**config.mk**
```make
export PLATFORM = sky130hd
export DESIGN_NAME = snes_sram_arbiter
export DESIGN_NICKNAME = d
export VERILOG_FILES = /design/src/rtl/snes_sram_arbiter.sv
export SDC_FILE = /design/constraint.sdc
export NUM_CORES = 1
export LEC_CHECK = 0
export BUFFER_PORTS_ARGS = -buffer_cell sky130_fd_sc_hd__buf_2
export CAP_MARGIN = 20
export CORE_MARGIN = 1
export CORE_UTILIZATION = 42
export CTS_CLUSTER_SIZE = 40
export DETAILED_ROUTE_END_ITERATION = 8
export GPL_TIMING_DRIVEN = 1
export PLACE_DENSITY = 0.82
export SKIP_CTS_REPAIR_TIMING = 1
export SKIP_LAST_GASP = 1
export SLEW_MARGIN = 30
export SYNTH_ARGS = -nofsm -noshare
export SYNTH_HDL_FRONTEND = slang
export SYNTH_SLANG_ARGS = --single-unit
```
**constraint.sdc**
```tcl
create_clock -name clk -period 1.7 [get_ports clk]
set_input_delay 0.255 -clock clk [delete_from_list [all_inputs] [get_ports clk]]
set_output_delay 0.255 -clock clk [all_outputs]
set_load 0.02 [all_outputs]
```
**src/rtl/snes_sram_arbiter.sv**
```systemverilog
// SRAM bus arbiter: hands the cartridge SRAM from the AVR path to the SNES
// bus and serves SNES read cycles with synchronised strobes.
module snes_sram_arbiter #(
    parameter int MAP_MODE    = 0,
    parameter int WAIT_CYCLES = 2,
    parameter int SYNC_STAGES = 2
) (
    input  logic        clk,
    input  logic        reset_n,
    input  logic        snes_mode,
    input  logic [20:0] avr_sram_addr,
    input  logic        avr_oe_n,
    input  logic        avr_we_n,
    input  logic [20:0] snes_addr,
    input  logic        snes_rd_n,
    input  logic [7:0]  sram_din,
    output logic [20:0] sram_addr,
    output logic        sram_oe_n,
    output logic        sram_we_n,
    output logic        sram_ce_n,
    output logic [7:0]  snes_data,
    output logic        snes_data_oe,
    output logic        mode_ack
);

    typedef enum logic [2:0] {
        AVR, DRAIN, SNES_IDLE, SNES_READ, SNES_HOLD, RELEASE
    } state_t;

    localparam logic [3:0] LAST = 4'(WAIT_CYCLES - 1);

    state_t                 state;
    logic [SYNC_STAGES-1:0] mode_sync;
    logic [SYNC_STAGES-1:0] rd_sync;
    logic                   mode_s;
    logic                   rd_s;
    logic                   rd_d;
    logic                   rd_fall;
    logic [20:0]            addr_q;
    logic [20:0]            map_addr;
    logic [3:0]             cnt;
    logic                   oe_q;
    logic                   ce_q;
    logic                   pass;

    assign mode_s  = mode_sync[SYNC_STAGES-1];
    assign rd_s    = rd_sync[SYNC_STAGES-1];
    assign rd_fall = rd_d & ~rd_s;

    always_comb begin
        if (MAP_MODE == 1) map_addr = addr_q;
        else               map_addr = {1'b0, addr_q[20:16], addr_q[14:0]};
    end

    // The AVR owns the pins only outside reset and before the handover.
    assign pass = reset_n & ((state == AVR) | (state == DRAIN));

    assign sram_addr = pass ? avr_sram_addr : map_addr;
    assign sram_oe_n = pass ? avr_oe_n : oe_q;
    assign sram_we_n = pass ? avr_we_n : 1'b1;
    assign sram_ce_n = pass ? (avr_oe_n & avr_we_n) : ce_q;

    always_ff @(posedge clk or negedge reset_n) begin
        if (!reset_n) begin
            state        <= AVR;
            mode_sync    <= '0;
            rd_sync      <= '1;
            rd_d         <= 1'b1;
            addr_q       <= '0;
            cnt          <= '0;
            oe_q         <= 1'b1;
            ce_q         <= 1'b1;
            snes_data    <= '0;
            snes_data_oe <= 1'b0;
            mode_ack     <= 1'b0;
        end else begin
            mode_sync <= {mode_sync[SYNC_STAGES-2:0], snes_mode};
            rd_sync   <= {rd_sync[SYNC_STAGES-2:0], snes_rd_n};
            rd_d      <= rd_s;
            unique case (state)
                AVR: begin
                    if (mode_s) state <= DRAIN;
                end
                DRAIN: begin
                    if (!mode_s) begin
                        state <= AVR;
                    end else if (avr_oe_n && avr_we_n) begin
                        state    <= SNES_IDLE;
                        mode_ack <= 1'b1;
                    end
                end
                SNES_IDLE: begin
                    // A pending read takes priority over a mode drop.
                    if (rd_fall) begin
                        state  <= SNES_READ;
                        addr_q <= snes_addr;
                        oe_q   <= 1'b0;
                        ce_q   <= 1'b0;
                        cnt    <= '0;
                    end else if (!mode_s) begin
                        state    <= RELEASE;
                        mode_ack <= 1'b0;
                    end
                end
                SNES_READ: begin
                    if (rd_s) begin
                        state <= SNES_IDLE;
                        oe_q  <= 1'b1;
                        ce_q  <= 1'b1;
                    end else if (cnt == LAST) begin
                        state        <= SNES_HOLD;
                        snes_data    <= sram_din;
                        snes_data_oe <= 1'b1;
                        oe_q         <= 1'b1;
                        ce_q         <= 1'b1;
                    end else begin
                        cnt <= cnt + 4'd1;
                    end
                end
                SNES_HOLD: begin
                    if (rd_s) begin
                        state        <= SNES_IDLE;
                        snes_data_oe <= 1'b0;
                    end
                end
                RELEASE: begin
                    state <= AVR;
                end
                default: begin
                    state <= AVR;
                end
            endcase
        end
    end

endmodule
```
==> results of run 1 <==
[cells by family after synthesis]
family,count (synthesis)
buf+inv,13
fa+ha+maj,2
simple gates,101
flops,43
mux,29
compound gates,25
[report_power, final]
group | internal (W) | switching, W
Clock | 0.000586 | 0.000349
Combinational | 0.00115 | 0.00141
Sequential | 0.00147 | 0.000282
[state kept, by name, indices dropped and copies added, names as in the netlist]
signal and count:
state 3, ce_q 1, cnt 4, rd_sync 2, mode_sync 2, addr_q 20, mode_ack 1, rd_d 1
snes_data 8, snes_data_oe 1
[how the worst min path moves through the flow]
| stage | start | endpoint | slack [ps] | cells after the start |
|---|---|---|---|---|
| final | snes_rd_n | rd_sync[0] | 60 | 1 |
| after floorplan | reset_n | addr_q[0] | -40 | 0 |
| after detailed placement | reset_n | state[0] | 80 | 1 |
| after global routing | snes_rd_n | rd_sync[0] | 40 | 1 |
| after CTS | reset_n | state[0] | -230 | 1 |
| after global placement | reset_n | state[0] | 80 | 1 |
[routing by layer]
layer	GRT usage, %	vias to the layer above
met5	0	-
met4	6.75	0
met3	4.14	10
met2	30.1	67
met1	23.0	850
li1	-	905
[area by class of cell]
class	instances	area, um2	area share (%)
clock buffers	5	68.8	2.38
clock inverters	3	67.6	2.33
inverters	4	15.0	0.519
multi-input cells	157	990	34.2
flip-flops and latches	43	1080	37.4
well taps	67	83.8	2.90
repair buffers	99	588	20.3
[cells in the mapped netlist, drive strengths merged]
cell | number | area, um2
nor2b | 1 | 6.26
nand3b | 2 | 15.0
and2 | 1 | 7.51
inv | 4 | 15.0
nand2b | 5 | 41.3
o211ai | 2 | 15.0
ha | 2 | 25.0
a41oi | 1 | 8.76
nor3b | 3 | 33.8
a22oi | 1 | 7.51
and3 | 2 | 12.5
mux2 | 29 | 327
buf | 8 | 57.6
o32ai | 1 | 8.76
o31a | 1 | 8.76
nor4 | 1 | 6.26
dfstp | 4 | 105
nor3 | 1 | 16.3
a21oi | 3 | 15.0
nand2 | 78 | 295
nand3 | 3 | 15.0
a22o | 2 | 17.5
dfrtp | 39 | 976
clkbuf | 1 | 3.75
o21ai | 13 | 65.1
o311ai | 1 | 8.76
nor2 | 4 | 17.5
[critical path: cells and delay by family (launching register included)]
kind                   cells  cell delay (ps)
buffers and inverters      2              290
DFF                        1              440
and+or+nand+nor            4              430
[metrics by stage]
| stage | cell area [um2] | TNS, ps |
|---|---|---|
| final | 2890 | -3.66 |
| after global routing | 2890 | -1530 |
| after CTS | 2830 | -2890 |
| after detailed placement | 2690 | 0 |
| after global placement | 2690 | 0 |
| after floorplan | 2130 | 0 |
==> impl_metrics.json, run 1 <==
{
  "slew_violations": 0,
  "cts-root-buf": "clkbuf_8",
  "rsz0062_at_grt": "yes",
  "worst_slew_pin_slew_ps": 506,
  "power.leakage_nw": 1.48,
  "crit_end": "sram_addr[12]",
  "fmax_mhz": 587,
  "grt_pass1_vias": 1680,
  "cts_sinks": 43,
  "r2r-end": "cnt[0]",
  "grt_max_degree": 42,
  "yosys_warnings": 0,
  "numCtsBuffers": 5,
  "grtUsageTotal_pct": 18.1,
  "first_iter_violations": 55,
  "arrival_ps": 1450,
  "core-area_mm2": 0.00482,
  "vias": 1832,
  "final_cell_mix": "buf_2 (81), nand2_1 (76), dfrtp_1 (39)",
  "max_cap_violations": 0,
  "wire_per_inst_um": 12.1,
  "ir_drop_mv": 0.989,
  "hold_path_class": "input port to flop",
  "seq_area_frac_synth_pct": 50.7,
  "place.detailed.instances": 367,
  "critPathLaunchType": "flop",
  "clk_path_buf_depth": 2,
  "r2r_setup_slack_ps": 130,
  "hold_violations": 0,
  "wl_met3_um": 231,
  "timing.hold.ws_ps": 56.5,
  "yosys.area_share.simple_pct": 21.9,
  "crit_fanout": 16,
  "die-area_mm2": 0.00536,
  "layout_commonest_cell": "buf_2",
  "critPathSlowestCell": "dfrtp_1",
  "setup_viol": 1,
  "row_count": 25,
  "wl_met2_um": 2260,
  "clock_latency_ps": 290,
  "cp-startpoint": "state[2]",
  "initial_core_util_pct": 44.2,
  "postSynthAreaPerCell_um2": 10.0,
  "power.density_mw_per_mm2": 1810,
  "numPortBuffers": 88,
  "dr.max_layer_used": "met4",
  "synth-xor-area-share_pct": 0,
  "worstPathCellList": "nor2_4 > and2_4 > buf_12 > nand2_1 > nand2_1 > buf_2",
  "skew_ps": 2.65,
  "htreeDepth": 2,
  "drive_gt1_share_pct": 47.6,
  "yosys.area_share.adder_pct": 1.17,
  "wirelength_met1_um": 2010,
  "place_ws_ps": 102,
  "violations": "negative setup slack",
  "cp_slowest_stage_delay_ps": 440,
  "synth-seq-cells": 43,
  "nNetsFinal": 368,
  "r2r_start": "cnt[1]",
  "path_clk_slew_ps": 80,
  "gp_congestion": 0.821,
  "total_power_w": 0.00525,
  "required_ps": 1440,
  "path_class": "flop to output port",
  "outcome": "finished, violations left",
  "first_pass_iters": 4,
  "drc": 0,
  "via_per_inst": 4.85,
  "final_cells": 378,
  "mappedNetlistArea_mm2": 0.00213,
  "synth-compound-area-share_pct": 7.28,
  "grt_pass1_wl_um": 7460,
  "die_w_um": 73.2,
  "final_util_pct": 60.1,
  "synth_top_family_by_area": "simple AND/OR/NAND/NOR gates",
  "grt_overflow": 0,
  "antenna_found_initial": 0,
  "ant_nets": 0,
  "end_kind": "output port",
  "syn_nets": 271,
  "synth_cell_type_count": 35,
  "die_h_um": 73.2,
  "cts_tree": "built",
  "min_period_over_period_pct": 100,
  "n_fill_cell": 429,
  "min_period_ps": 1700,
  "diodes": 0,
  "ff2ff_path_depth": 6,
  "area_growth_pct": 35.8,
  "max-slew-margin-rel_pct": 66.3,
  "cpMostUsedCell": "nand2_1",
  "ios": 90,
  "dp_hpwl_um": 3310,
  "wl_um": 4590,
  "synthMuxAreaShare_pct": 15.3,
  "netlist_instances": 213,
  "worst_slack_ps": -3.66
}
No activity file was read; power rests on OpenSTA's default activity.
==> run 2, diff against run 1 <==
- CORE_UTILIZATION: 42 -> 47
- PLACE_DENSITY: 0.82 -> 0.81
==> run 2 against run 1 <==
Compared with the run above:
- the run still ends with negative setup slack left
- via count up 2.1%
- sequential share of layout area is 0.95 points higher
- sequential power barely moved
- routed wire length up 4.4%
- first-iteration DRC count is 42% higher
- die area shrank 10%
- final cell count shrank 3.4%
- core utilization is 4.8 points higher
- register-to-register slack barely moved
- critical endpoint is now sram_addr[14]
- largest power group unchanged
- highest routed layer unchanged
==> impl_metrics.json, run 2 (synthesis gave the netlist of run 1 again) <==
{
  "outcome": "finished, violations left",
  "violations": "negative setup slack",
  "htreeDepth": 2,
  "slew_violations": 0,
  "die-area_mm2": 0.00481,
  "ff2ff_path_depth": 7,
  "cts_sinks": 43,
  "numPortBuffers": 88,
  "first_iter_violations": 78,
  "grt_max_degree": 31,
  "critPathTopFamily": "simple AND/OR/NAND/NOR gates",
  "cp_slowest_stage_delay_ps": 460,
  "reg_top3": "addr_q: 20 flops, snes_data: 8 flops, cnt: 4 flops",
  "first_pass_iters": 6,
  "p_clk_share_pct": 14.1,
  "crit_fanout": 11,
  "worst_slack_ps": -65.7,
  "layout_commonest_cell": "buf_2",
  "required_ps": 1440,
  "die_h_um": 69.3,
  "grt_pass1_vias": 1689,
  "gp_congestion": 0.809,
  "numCtsBuffers": 5,
  "nNetsFinal": 370,
  "setup_viol": 22,
  "clock_latency_ps": 300,
  "min_period_ps": 1770,
  "r2r-end": "state[1]",
  "cts_tree": "built",
  "total_power_w": 0.00497,
  "drive_gt1_share_pct": 48.2,
  "seq_power_share_pct": 35.2,
  "clk_path_buf_depth": 2,
  "via_per_inst": 5.13,
  "power.density_mw_per_mm2": 1760,
  "rsz0062_at_grt": "yes",
  "initial_core_util_pct": 48.9,
  "arrival_ps": 1510,
  "hold_path_class": "input port to async pin",
  "r2r_setup_slack_ps": 120,
  "grtUsageTotal_pct": 19.8,
  "area_growth_pct": 32.6,
  "largest_reg_flops": 20,
  "ir_drop_mv": 1.14,
  "p_int_w": 0.00292,
  "place_ws_ps": 97.2,
  "r2r_start": "cnt[1]",
  "wire_per_inst_um": 13.1,
  "ant_nets": 0,
  "die_w_um": 69.3,
  "grt_overflow": 0,
  "worst_slew_pin_slew_ps": 368,
  "critPathLaunchType": "flop",
  "path_buf_inv": 1,
  "fmax_mhz": 566,
  "max_cap_violations": 0,
  "path_clk_slew_ps": 80,
  "min_period_over_period_pct": 104,
  "diodes": 0,
  "dpl_cell_area_mm2": 0.00266,
  "power.leakage_nw": 1.47,
  "core-area_mm2": 0.00435,
  "final_util_pct": 64.9,
  "switching_power_w": 0.00205,
  "worstPathCellList": "nor2_4 > and2_4 > nand2_1 > nand2_1 > buf_2",
  "hold_violations": 0,
  "cts-root-buf": "clkbuf_8",
  "netSwitchingFraction_pct": 41.3,
  "path_class": "flop to output port",
  "vias": 1871,
  "cpMostUsedCell": "nand2_1",
  "dp_hpwl_um": 3280,
  "comb_power_share_pct": 50.7,
  "end_kind": "output port",
  "row_count": 24,
  "skew_ps": 8.62,
  "fin_area_mm2": 0.00283,
  "drc": 0,
  "max-slew-margin-rel_pct": 75.4,
  "top_register": "addr_q",
  "grt_pass1_wl_um": 7560,
  "wl_um": 4790,
  "critPathSlowestCell": "dfrtp_2",
  "timing.hold.ws_ps": 41.1,
  "antenna_found_initial": 0,
  "ios": 90,
  "final_cell_mix": "buf_2 (87), nand2_1 (76), dfrtp_1 (38)"
}
-- run 2: cell types whose count changed in the layout (fill, tap and decap cells not counted), moves of 2 or more --
cell       delta
buf_6         -2
buf_4         -2
buf_2         +6
and2_4        +2
clkbuf_8      +2
bufinv_16     -2
-- run 2: worst max path at each step --
| stage | from | to | slack (ps) | cells after the start |
|---|---|---|---|---|
| 2_1_floorplan | state[2] | sram_ce_n | 80 | 4 |
| 3_3_place_gp | state[2] | sram_oe_n | 120 | 5 |
| 3_5_place_dp | state[2] | sram_addr[17] | 100 | 5 |
| 4_1_cts | state[2] | sram_addr[17] | -250 | 5 |
| 5_1_grt | state[2] | sram_addr[15] | -130 | 6 |
| 6_report | state[2] | sram_addr[14] | -70 | 5 |
-- run 2: final cells by class --
type	count	area (um2)
Fill cell	341	1530
Sequential cell	43	1080
Multi-Input combinational cell	159	1010
Timing Repair Buffer	99	551
Clock buffer	8	100
Tap cell	52	65.1
Inverter	4	15.0
-- run 2: power by group through the flow --
| stage | Clock, W | Combinational (W) | Sequential, W |
|---|---|---|---|
| floorplan | 0 | 0.00150 | 0.00186 |
| global placement | 0 | 0.00231 | 0.00174 |
| detailed placement | 0 | 0.00238 | 0.00176 |
| CTS | 0.000722 | 0.00239 | 0.00174 |
| global route | 0.000764 | 0.00274 | 0.00181 |
| finish | 0.000702 | 0.00252 | 0.00175 |
-- run 2: layer usage --
| metal | global-route usage (%) | wire (um) |
|---|---|---|
| met3 | 4.07 | 233 |
| met1 | 24.4 | 2090 |
| met2 | 33.4 | 2360 |
| met5 | 0 | 0 |
| met4 | 8.62 | 102 |
-- run 2: stage by stage --
| step | TNS, ps | instances |
|---|---|---|
| after floorplan | 0 | 213 |
| after global placement | 0 | 353 |
| after detailed placement | 0 | 353 |
| after CTS | -5230 | 361 |
| after global routing | -2420 | 365 |
| final | -820 | 365 |
==> run 3, diff against run 2 <==
- CELL_PAD_IN_SITES_DETAIL_PLACEMENT: not set -> 0
- CELL_PAD_IN_SITES_GLOBAL_PLACEMENT: not set -> 2
- CORE_UTILIZATION: 47 -> 28
- PLACE_DENSITY: 0.81 -> 0.82
==> run 3 against run 2 <==
Compared with the run above:
- the run ends with negative hold slack, negative setup slack left
- sequential share of layout area shrank 1.8 points
- fmax grew 2.1%
- combinational power grew 7.9%
- final cell count grew 13%
- non-clock buffer count grew 4
- critical path depth grew 1
- setup slack gained 36 ps
- core utilization shrank 24 points
- total power grew 2.6%
- die area grew 66%
- critical endpoint is now addr_q[1]
==> impl_metrics.json, run 3 (synthesis gave the netlist of run 1 again) <==
{
  "comb_power_share_pct": 53.3,
  "path_buf_inv": 3,
  "worst_slew_pin_slew_ps": 377,
  "first_iter_violations": 39,
  "min_period_over_period_pct": 102,
  "violations": "negative hold slack, negative setup slack",
  "largest_reg_flops": 20,
  "cts_sinks": 43,
  "r2r_setup_slack_ps": -30,
  "netSwitchingFraction_pct": 40.3,
  "numPortBuffers": 88,
  "cp_slowest_stage_delay_ps": 450,
  "reg_top3": "addr_q: 20 flops, snes_data: 8 flops, cnt: 4 flops",
  "final_cells": 414,
  "die_h_um": 89.2,
  "grt_max_degree": 28,
  "path_class": "flop to flop",
  "wl_um": 4860,
  "outcome": "finished, violations left",
  "final_util_pct": 40.7,
  "min_period_ps": 1730,
  "die_w_um": 89.2,
  "gp_congestion": 0.796,
  "worst_slack_ps": -29.8,
  "crit_cells": 6,
  "grt_pass1_wl_um": 7400,
  "critPathLaunchType": "flop",
  "die-area_mm2": 0.00796,
  "diodes": 0,
  "ios": 90,
  "critPathSlowestCell": "dfrtp_2",
  "hold_violations": 11,
  "seq_power_share_pct": 34.1,
  "drive_gt1_share_pct": 48.3,
  "multi_input_area_um2": 990,
  "hold_path_class": "input port to async pin",
  "nNetsFinal": 372,
  "arrival_ps": 1910,
  "row_count": 31,
  "antenna_found_initial": 0,
  "setup_viol": 30,
  "final_cell_mix": "nand2_1 (76), buf_2 (67), dfrtp_1 (38)",
  "end_kind": "flop",
  "path_clk_slew_ps": 90,
  "layout_commonest_cell": "nand2_1",
  "required_ps": 1880,
  "vias": 1817,
  "wire_per_inst_um": 11.7,
  "grtUsageTotal_pct": 12.3,
  "max-slew-margin-rel_pct": 74.9,
  "crit_fanout": 20,
  "timing.hold.ws_ps": -3.28,
  "slew_violations": 0,
  "fmax_mhz": 578,
  "r2r_start": "state[2]",
  "numCtsBuffers": 5,
  "power.leakage_nw": 1.49,
  "rsz0062_at_grt": "yes",
  "core-area_mm2": 0.00729,
  "switching_power_w": 0.00205,
  "critPathTopFamily": "buffers and inverters",
  "dp_hpwl_um": 3520,
  "p_clk_share_pct": 12.6,
  "drc": 0,
  "max_cap_violations": 0,
  "register_area_mm2": 0.00108,
  "grt_overflow": 0,
  "power.density_mw_per_mm2": 1720,
  "area_growth_pct": 39.2,
  "worstPathCellList": "buf_4 > buf_4 > nand2b_4 > nor3_4 > buf_12 > mux2_2",
  "setup_tns_ps": -569,
  "clk_path_buf_depth": 2,
  "via_per_inst": 4.39,
  "cpMostUsedCell": "buf_4",
  "ff2ff_path_depth": 6,
  "skew_ps": 10.0,
  "grt_pass1_vias": 1527,
  "ir_drop_mv": 0.674,
  "r2r-end": "addr_q[1]",
  "top_register": "addr_q",
  "first_pass_iters": 4,
  "cts_tree": "built",
  "clock_latency_ps": 300,
  "n_fill_cell": 771,
  "initial_core_util_pct": 29.2,
  "cts-root-buf": "clkbuf_8",
  "htreeDepth": 2,
  "place.detailed.instances": 401,
  "ant_nets": 0,
  "p_int_w": 0.00305
}
==> run 3: worst register-to-register path: stages (launching register included) <==
cell and delay [ps]:
dfrtp_2 450, buf_4 150, buf_4 130, nand2b_4 160
nor3_4 190, buf_12 190, mux2_2 350
==> run 3: worst max path at each step <==
stage               slack (ps)           end      from
CTS                       -220  sram_addr[6]  state[2]
global route              -130  sram_addr[9]  state[2]
detailed placement          80  snes_data[3]    cnt[1]
finish                     -30     addr_q[1]  state[2]
global placement           120  snes_data[6]    cnt[1]
floorplan                   80     sram_ce_n  state[2]
==> run 3: metrics by stage <==
step	total power (W)	hold WS, ps	area, um2	worst slack (ps)
finish	0.00510	-3.28	2970	-29.8
global route	0.00554	23.4	2970	-126
detailed placement	0.00421	275	2750	83.0
floorplan	0.00337	-40.6	2130	75.4
CTS	0.00488	-55.7	2830	-222
global placement	0.00417	263	2750	115
==> run 3: layout make-up <==
cell class | count | area share [%]
flip-flops and latches | 43 | 36.5
multi-input cells | 157 | 33.4
repair buffers | 103 | 22.6
well taps | 99 | 4.18
clock buffers | 6 | 2.45
inverters | 4 | 0.506
clock inverters | 2 | 0.422
==> run 3: power groups by stage <==
stage	Clock [W]	Combinational (W)	Sequential, W
after CTS	0.000681	0.00246	0.00174
after floorplan	0	0.00150	0.00186
after global placement	0	0.00243	0.00174
after global routing	0.000727	0.00300	0.00181
after detailed placement	0	0.00245	0.00176
final	0.000643	0.00272	0.00174
==> run 3: per-layer routing <==
metal  GRT usage, %  part of all wire [%]  wire [um]
met3           3.69                   7.4        358
met1           15.4                    46       2250
met4           3.90                  0.95         46
met2           20.5                    45       2210
met5              0                     0          0
